`src/rtl/audio_pkg.sv`:
```
// audio_pkg: shared audio path constants and frame-length helper.
package audio_pkg;
   localparam int SAMPLE_BITS = 24;
   localparam int SLOT_BITS   = 32;
   localparam int SLOTS       = 2;
   function automatic int frame_len(input int bck_half);
      return SLOT_BITS * SLOTS * 2 * bck_half;
   endfunction
   localparam int FRAME_LEN = frame_len(4);
   localparam int CNT_BITS  = $clog2(FRAME_LEN);
endpackage

```
`src/rtl/audio_i2s_tx.sv`:
```
// audio_i2s_tx: stereo I2S transmitter; frame counter with registered decode of every output.
module audio_i2s_tx
   import audio_pkg::*;
#(
   parameter int BCK_HALF = 4
) (
   input  logic                       clk,
   input  logic                       rst,
   input  logic signed [SAMPLE_BITS-1:0] left_in,
   input  logic signed [SAMPLE_BITS-1:0] right_in,
   output logic                       next_sample,
   output logic                       i2s_bck,
   output logic                       i2s_lrck,
   output logic                       i2s_data
);
   localparam int P2 = 2 * BCK_HALF;
   localparam int F  = frame_len(BCK_HALF);
   localparam int W  = $clog2(F);
   logic [W-1:0] p;
   logic [SAMPLE_BITS-1:0] hold_l, hold_r;
   logic [5:0] b;
   logic [4:0] s, idx;
   logic bck_d, lrck_d, data_d;
   always_comb begin
      b      = 6'(p / W'(P2));
      s      = b[4:0];
      idx    = 5'(SAMPLE_BITS) - s;
      bck_d  = (p % W'(P2)) >= W'(BCK_HALF);
      lrck_d = b[5];
      // s = 0 is the I2S one-bit delay; s above the sample width is padding
      data_d = (s >= 5'd1 && s <= 5'(SAMPLE_BITS)) ? (lrck_d ? hold_r[idx] : hold_l[idx]) : 1'b0;
   end
   always_ff @(posedge clk) begin
      if (rst) begin
         p           <= '0;
         hold_l      <= '0;
         hold_r      <= '0;
         next_sample <= 1'b0;
         i2s_bck     <= 1'b0;
         i2s_lrck    <= 1'b0;
         i2s_data    <= 1'b0;
      end else begin
         p           <= (p == W'(F - 1)) ? '0 : p + W'(1);
         next_sample <= (p == '0);
         i2s_bck     <= bck_d;
         i2s_lrck    <= lrck_d;
         i2s_data    <= data_d;
         if (p == '0) begin
            hold_l <= left_in;
            hold_r <= right_in;
         end
      end
   end
endmodule

```
`config.mk`:
```
export PLATFORM = sky130hd
export DESIGN_NAME = audio_i2s_tx
export DESIGN_NICKNAME = d
export VERILOG_FILES = /design/src/rtl/audio_pkg.sv /design/src/rtl/audio_i2s_tx.sv
export SDC_FILE = /design/constraint.sdc
export NUM_CORES = 1
export LEC_CHECK = 0
export BUFFER_PORTS_ARGS = -buffer_cell sky130_fd_sc_hd__buf_4
export CORE_UTILIZATION = 55
export DETAILED_ROUTE_END_ITERATION = 8
export HOLD_SLACK_MARGIN = 0.06
export MAX_ROUTING_LAYER = met4
export PLACE_DENSITY_LB_ADDON = 0.08
export SLEW_MARGIN = 15
export SYNTH_ARGS = -nofsm -noshare
export SYNTH_HDL_FRONTEND = slang
export SYNTH_SLANG_ARGS = --single-unit
export TNS_END_PERCENT = 30
```
`constraint.sdc`:
```
create_clock -name clk -period 3 [get_ports clk]
set_clock_uncertainty 0.2 [all_clocks]
set_input_delay 0.75 -clock clk [delete_from_list [all_inputs] [get_ports clk]]
set_output_delay 0.75 -clock clk [all_outputs]
set_load 0.05 [all_outputs]
```
* Word level (Yosys, flattened, before mapping)
Cells that the tools add are included.
Word-level totals: register bits 61, input port bits 50, word-level logic and storage cells 24
Operators by class: add/subtract/negate cells 2, order comparisons 4, equal/unequal tests 1, mux-type cells 5, bitwise gates (word level) 1, reductions and logical operators 4
Operators by type and width (number):
- $bmux W1 S5 | 2
- $add A9 B1 Y9 const B | 1
- $eq A9 B9 Y1 const B | 1
- $logic_not A9 Y1 | 1
- $lt A5 B6 Y1 const B | 1
- $ge A5 B1 Y1 const B | 1
- $le A5 B5 Y1 const B | 1
- $sub A5 B5 Y5 const A | 1
- $reduce_or A2 Y1 | 2
- $ge A3 B3 Y1 const B | 1
- $mux W1 | 3
- $logic_and A1 B1 Y1 | 1
- $not A1 Y1 | 1

* Logic depth before layout (Yosys ltp)
depth after elaboration 4, mapped depth 10

* Worst setup path after synthesis
Ideal clock, no wire load.
path kind reg-to-reg, start point reg p[3], end point reg i2s_data, library setup time 0.127 ns, data arrival time 2.416 ns, required time 2.673 ns, path slack 0.257 ns, cell stages (with the launch flop) 10, path buffers 2, period minus slack after synthesis 2.743 ns, cells stage by stage dfxtp_1 -> buf_2 -> inv_1 -> ha_1 -> clkbuf_1 -> mux4_1 -> mux2i_1 -> a21oi_1 -> nor4_2 -> a211oi_2
On the way: cells in the longest elaborated chain, start to end 4, elaborated cells on any way between the ends 11, those cells by class add/sub (1); order compare (2); mux (5); bitwise (1); reduce/logical (2)
RTL lines:
- start: declaration | RTL line audio_i2s_tx.sv:19 | logic [W-1:0] p;
- start signal: assignment | RTL line audio_i2s_tx.sv:43 | p <= (p == W'(F - 1)) ? '0 : p + W'(1);
- $sub A5 B5 Y5, or another cell as far along | RTL line audio_i2s_tx.sv:27 | idx = 5'(SAMPLE_BITS) - s;
- $bmux W1 S5 or $logic_and A1 B1 Y1 (tied branches) | RTL line audio_i2s_tx.sv:31 | data_d = (s >= 5'd1 && s <= 5'(SAMPLE_BITS)) ? (lrck_d ? hold_r[idx] : hold_l[idx]) : 1'b0;
- $mux W1 (implied by the code) or $not A1 Y1 (tied branches)
- $mux W1 or $reduce_or A2 Y1 (tied branches)
- end signal: assignment | RTL line audio_i2s_tx.sv:47 | i2s_data <= data_d;
- end: declaration | RTL line audio_i2s_tx.sv:14 | output logic i2s_data
Parallel ways exist; a longest one is shown, timed or not. The select of a mux whose other input is x is not followed. A chain may end at the register's enable or synchronous reset.

* Worst setup path in the final report
start point reg p[4], end point reg i2s_data
Same word-level chain as after synthesis.

==> impl.org <==
** Clock network
- Hold repair after CTS inserted 0 buffers.
- The clock net in this run drives a total of around 60 sinks.
- The H-tree was split into 3 levels.
- The later pin in the worst-skew pair is clocked with a latency of 330 ps.
- Post-CTS Repair Setup Buffers :: 0
- Resized Gates After CTS :: 0
- Clock root buffer :: sky130_fd_sc_hd__clkbuf_8
- Clock transition at the register clock pins on the worst setup and hold paths after CTS :: 70 ps
- Max clock buf depth :: 2
- CTS Buf Count :: 9
- TritonCTS built the clock tree.

** Synthesis
- Seq cells post-synth :: 61
- Each instance of the synthesized netlist takes up on average 8.469 µm².
- Of the total synthesized cell area, the portion taken by AND, OR, NAND and NOR gates is 0.2115.
- Synthesized Nets :: 385
- Ranking of synthesized cells by area :: sky130_fd_sc_hd__dfxtp_1 44%, sky130_fd_sc_hd__nand2_1 13%, sky130_fd_sc_hd__a21oi_1 9.0%
- Area share of fa/ha/maj cells after synthesis :: 0.02694
- Synthesis produced 329 cells.
- Fraction of the mapped netlist area in compound gates :: 0.1307
- The mapped netlist covers 2786 µm².
- Fraction of post-synthesis cell area in the top cell type by area :: 0.4383
- Of the synthesized area, sequential elements account for 0.4383.
- The Yosys step of the flow raised 0 warnings.
- Dominant combinational cell family by area after synthesis :: simple AND/OR/NAND/NOR gates
- In this run, distinct cell masters in the synthesized netlist total 36.
- The portion of synthesized area spent on multiplexers is 0.1015.
- Fraction of synthesized cell area in xor and xnor cells :: 0.03188
- The biggest area contributor in the post-synthesis netlist is sky130_fd_sc_hd__dfxtp_1.

** Routing
- Once detail routing completed, the nets flagged for antenna violations numbered 0.
- For this run, design rule violations remaining after detail routing come to 0.
- Routed wire per std cell :: around 13 µm
- Using the TritonRoute via totals, the vias-per-cell ratio works out to 5.252.
- Violation count after the first detailed-routing iteration :: 107
- Vias after detailed routing :: 2358
- Total routed wirelength :: 5697 µm
- Detailed Routing Iterations Pass 1 :: 5

** Min path
- The worst hold path begins at hold_l[23].
- Type of the most critical hold path :: reg2reg
- Hold path depth :: 2
- The worst hold path terminates at hold_l[23].

** Critical path
- The worst setup path is launched from a register.
- End of the worst register-to-register path :: i2s_data
- Nature of the critical path endpoint :: register
- Maximum fanout along the worst path :: 10
- Cells on worst reg2reg path :: 9
- Worst EP arrival :: 2580 ps
- WP data required :: 3010 ps
- Across all register-to-register paths, the minimum setup slack is 430 ps.
- In this run the critical register-to-register path is launched from p[4].
- Category of the most critical setup path :: reg2reg

** Global route
- The first global-routing pass estimated roughly 9500 µm of wire.
- The initial antenna violation count was 0.
- Global-route congestion overflow total :: 0
- GR Util All Layers :: 0.2422
- Entering global routing, the biggest net connects 54 pins.
- Vias in the first global route :: between 2000 and 2500

** Timing
- For this run, the top clock speed supported by timing is a little under 400 MHz.
- Fin crit share :: 0.8551
- Setup violation total in the final timing report :: 0
- The count of endpoints failing hold in the final timing report came to 0.
- The worst pin sits at a relative slew slack of 0.6517.
- Transition at the pin with the smallest max-transition slack :: ~520 ps
- Total negative slack for setup checks :: 0 ps
- Fin Hold WS :: 255.0 ps
- Counting I/O delays and the setup requirement, the final critical path takes 2565 ps.
- RSZ-0062 raised after global routing :: no
- Max Transition Viols Final :: 0

** Place
- Placed instance area :: 3182 µm²
- In this run, placement finished with an instance count of 433.
- Port buffering added 53 buffers.
- Summed over all nets, the half-perimeter wirelength after detailed placement is 3980 µm.
- Final weighted congestion in routability-driven placement :: 0.8343

** Floorplan
- In this run the vertical extent of the chip is roughly 73 µm.
- The floorplan has 25 rows.
- The floorplan step defined a core boundary enclosing 4786 µm².
- For this design the top-level I/O count stands at 54.
- Initial cell density of the core :: 0.5822
- Die footprint :: approximately 5400 µm²
- Die Span X :: 73.18 µm

** Power and ir drop
- Final Power :: 1.877 mW
- Worst voltage drop across the vdd grid :: 0.3808 mV
- In this run the power density over the cells is about 560 nW/µm².
- Cell leakage power :: 1.402 nW

** Run
- Maximum Capacitance Violations :: 0

** Finish
- Once layout is done, the placed cells without fillers occupy around 3400 µm².
- Net count reported at finish :: 433
- Relative to the synthesized area, the layout overhead comes to 21.24%.
- Layout cells sized above 1 :: 0.2277
- Count of fill cells added during filler insertion :: 423
- 0 antenna diodes ended up in the layout.
- The finished layout holds 449 standard cells, fillers aside.

** Outcome
- The flow ran to the end, and the final reports show no timing, DRC or antenna violations.
how the worst max path moves through the flow:
stage	startpoint	end	slack, ps	cells after the start
6_report	p[4]	i2s_data	430	9
5_1_grt	p[4]	i2s_data	260	9
4_1_cts	p[4]	i2s_data	440	9
3_5_place_dp	p[4]	i2s_data	470	9
3_3_place_gp	p[4]	i2s_data	560	9
2_1_floorplan	p[3]	i2s_data	260	9
Yosys cell counts:
cell and count:
sky130_fd_sc_hd__o21a_1 1, sky130_fd_sc_hd__clkbuf_1 13, sky130_fd_sc_hd__mux2i_1 14, sky130_fd_sc_hd__nor4_1 1, sky130_fd_sc_hd__nand3_1 3, sky130_fd_sc_hd__mux4_1 2
sky130_fd_sc_hd__and3_1 4, sky130_fd_sc_hd__mux4_2 4, sky130_fd_sc_hd__o21ai_0 3, sky130_fd_sc_hd__nor2_1 18, sky130_fd_sc_hd__a311o_1 1, sky130_fd_sc_hd__nand4_1 1
sky130_fd_sc_hd__and2_1 1, sky130_fd_sc_hd__nor2b_1 3, sky130_fd_sc_hd__dfxtp_1 61, sky130_fd_sc_hd__or3_4 1, sky130_fd_sc_hd__nand2_1 99, sky130_fd_sc_hd__xnor2_4 1
sky130_fd_sc_hd__nor4_2 1, sky130_fd_sc_hd__ha_1 6, sky130_fd_sc_hd__buf_12 1, sky130_fd_sc_hd__nor3_2 2, sky130_fd_sc_hd__xnor2_1 6, sky130_fd_sc_hd__or2_2 1
sky130_fd_sc_hd__nand2b_1 2, sky130_fd_sc_hd__o221ai_1 1, sky130_fd_sc_hd__a211oi_2 1, sky130_fd_sc_hd__a31oi_1 2, sky130_fd_sc_hd__inv_1 7, sky130_fd_sc_hd__buf_6 4
sky130_fd_sc_hd__a22o_1 2, sky130_fd_sc_hd__a21oi_1 50, sky130_fd_sc_hd__buf_2 5, sky130_fd_sc_hd__a22oi_1 4, sky130_fd_sc_hd__xor2_1 1, sky130_fd_sc_hd__nor3_1 2
area by class of cell:
| cell class | count | area (µm²) | share of cell area |
|---|---|---|---|
| sequential | 61 | 1221 | 0.3615 |
| tap | 67 | 83.83 | 0.02481 |
| clock inverter | 3 | 17.52 | 0.005185 |
| clock buffer | 13 | 178.9 | 0.05296 |
| timing repair buffer | 60 | 450.4 | 0.1333 |
| inverter | 7 | 26.28 | 0.007778 |
| multi-input combinational | 238 | 1400 | 0.4144 |
cells by family after synthesis:
kind of cell	Yosys count
adders and majority gates	6
and+or+nand+nor	139
buffers and inverters	30
AOI/OAI and AO/OA	65
muxes	20
xor gates and xnor gates	8
DFF	61
worst max-delay path, stage by stage, from the launching register on:
cell	delay [ps]
sky130_fd_sc_hd__dfxtp_1	420
sky130_fd_sc_hd__inv_1	120
sky130_fd_sc_hd__ha_1	300
sky130_fd_sc_hd__xnor2_4	370
sky130_fd_sc_hd__buf_4	270
sky130_fd_sc_hd__mux2i_1	200
sky130_fd_sc_hd__a22o_1	170
sky130_fd_sc_hd__nor3_2	50
sky130_fd_sc_hd__nor4_2	260
sky130_fd_sc_hd__a211oi_2	70
cells in the final DEF, fill, tap and decap left out:
| master | n |
|---|---|
| sky130_fd_sc_hd__o221ai_1 | 1 |
| sky130_fd_sc_hd__a211oi_2 | 1 |
| sky130_fd_sc_hd__nand3_1 | 3 |
| sky130_fd_sc_hd__xnor2_1 | 6 |
| sky130_fd_sc_hd__mux2i_1 | 14 |
| sky130_fd_sc_hd__nor3_2 | 2 |
| sky130_fd_sc_hd__nor2b_1 | 3 |
| sky130_fd_sc_hd__nand4_1 | 1 |
| sky130_fd_sc_hd__or3_4 | 1 |
| sky130_fd_sc_hd__o21ai_0 | 3 |
| sky130_fd_sc_hd__ha_1 | 6 |
| sky130_fd_sc_hd__nor2_1 | 18 |
| sky130_fd_sc_hd__a31oi_1 | 2 |
| sky130_fd_sc_hd__a22o_1 | 2 |
| sky130_fd_sc_hd__nor4_1 | 1 |
| sky130_fd_sc_hd__mux4_1 | 2 |
| sky130_fd_sc_hd__or2_2 | 1 |
| sky130_fd_sc_hd__a311o_1 | 1 |
| sky130_fd_sc_hd__nand2b_1 | 2 |
| sky130_fd_sc_hd__nor3_1 | 2 |
| sky130_fd_sc_hd__o21a_1 | 1 |
| sky130_fd_sc_hd__clkinvlp_4 | 1 |
| sky130_fd_sc_hd__xnor2_4 | 1 |
| sky130_fd_sc_hd__a21oi_1 | 50 |
| sky130_fd_sc_hd__buf_4 | 60 |
| sky130_fd_sc_hd__nor4_2 | 1 |
| sky130_fd_sc_hd__mux4_2 | 4 |
| sky130_fd_sc_hd__xor2_1 | 1 |
| sky130_fd_sc_hd__nand2_1 | 99 |
| sky130_fd_sc_hd__inv_1 | 7 |
| sky130_fd_sc_hd__and2_1 | 1 |
| sky130_fd_sc_hd__and3_1 | 4 |
| sky130_fd_sc_hd__clkinv_2 | 2 |
| sky130_fd_sc_hd__dfxtp_1 | 61 |
| sky130_fd_sc_hd__clkbuf_8 | 13 |
| sky130_fd_sc_hd__a22oi_1 | 4 |
per-stage QoR:
stage	worst slack, ps	utilization
floorplan	257.1	-
global placement	556.2	0.6648
detailed placement	471.0	0.6648
CTS	442.1	0.7059
global route	257.6	0.7059
finish	434.6	0.7059
flip-flops by register name (all words and copies together), names as in the netlist:
name and cells:
hold_l 24, hold_r 24, p 9, i2s_bck 1
i2s_data 1, i2s_lrck 1, next_sample 1
per-layer routing:
layer,up-vias,part of all wire,global-route usage
li1,1203,-,-
met1,1088,0.48,0.3026
met2,57,0.47,0.3786
met3,10,0.035,0.04558
met4,0,0.019,0.1133
met5,-,0,-
power breakdown:
part,switching [mW],internal (mW)
sequential,0.0365,0.877
clock,0.310,0.387
combinational,0.145,0.121
total,0.492,1.39
Note: power is estimated with default switching activity, not from simulation.
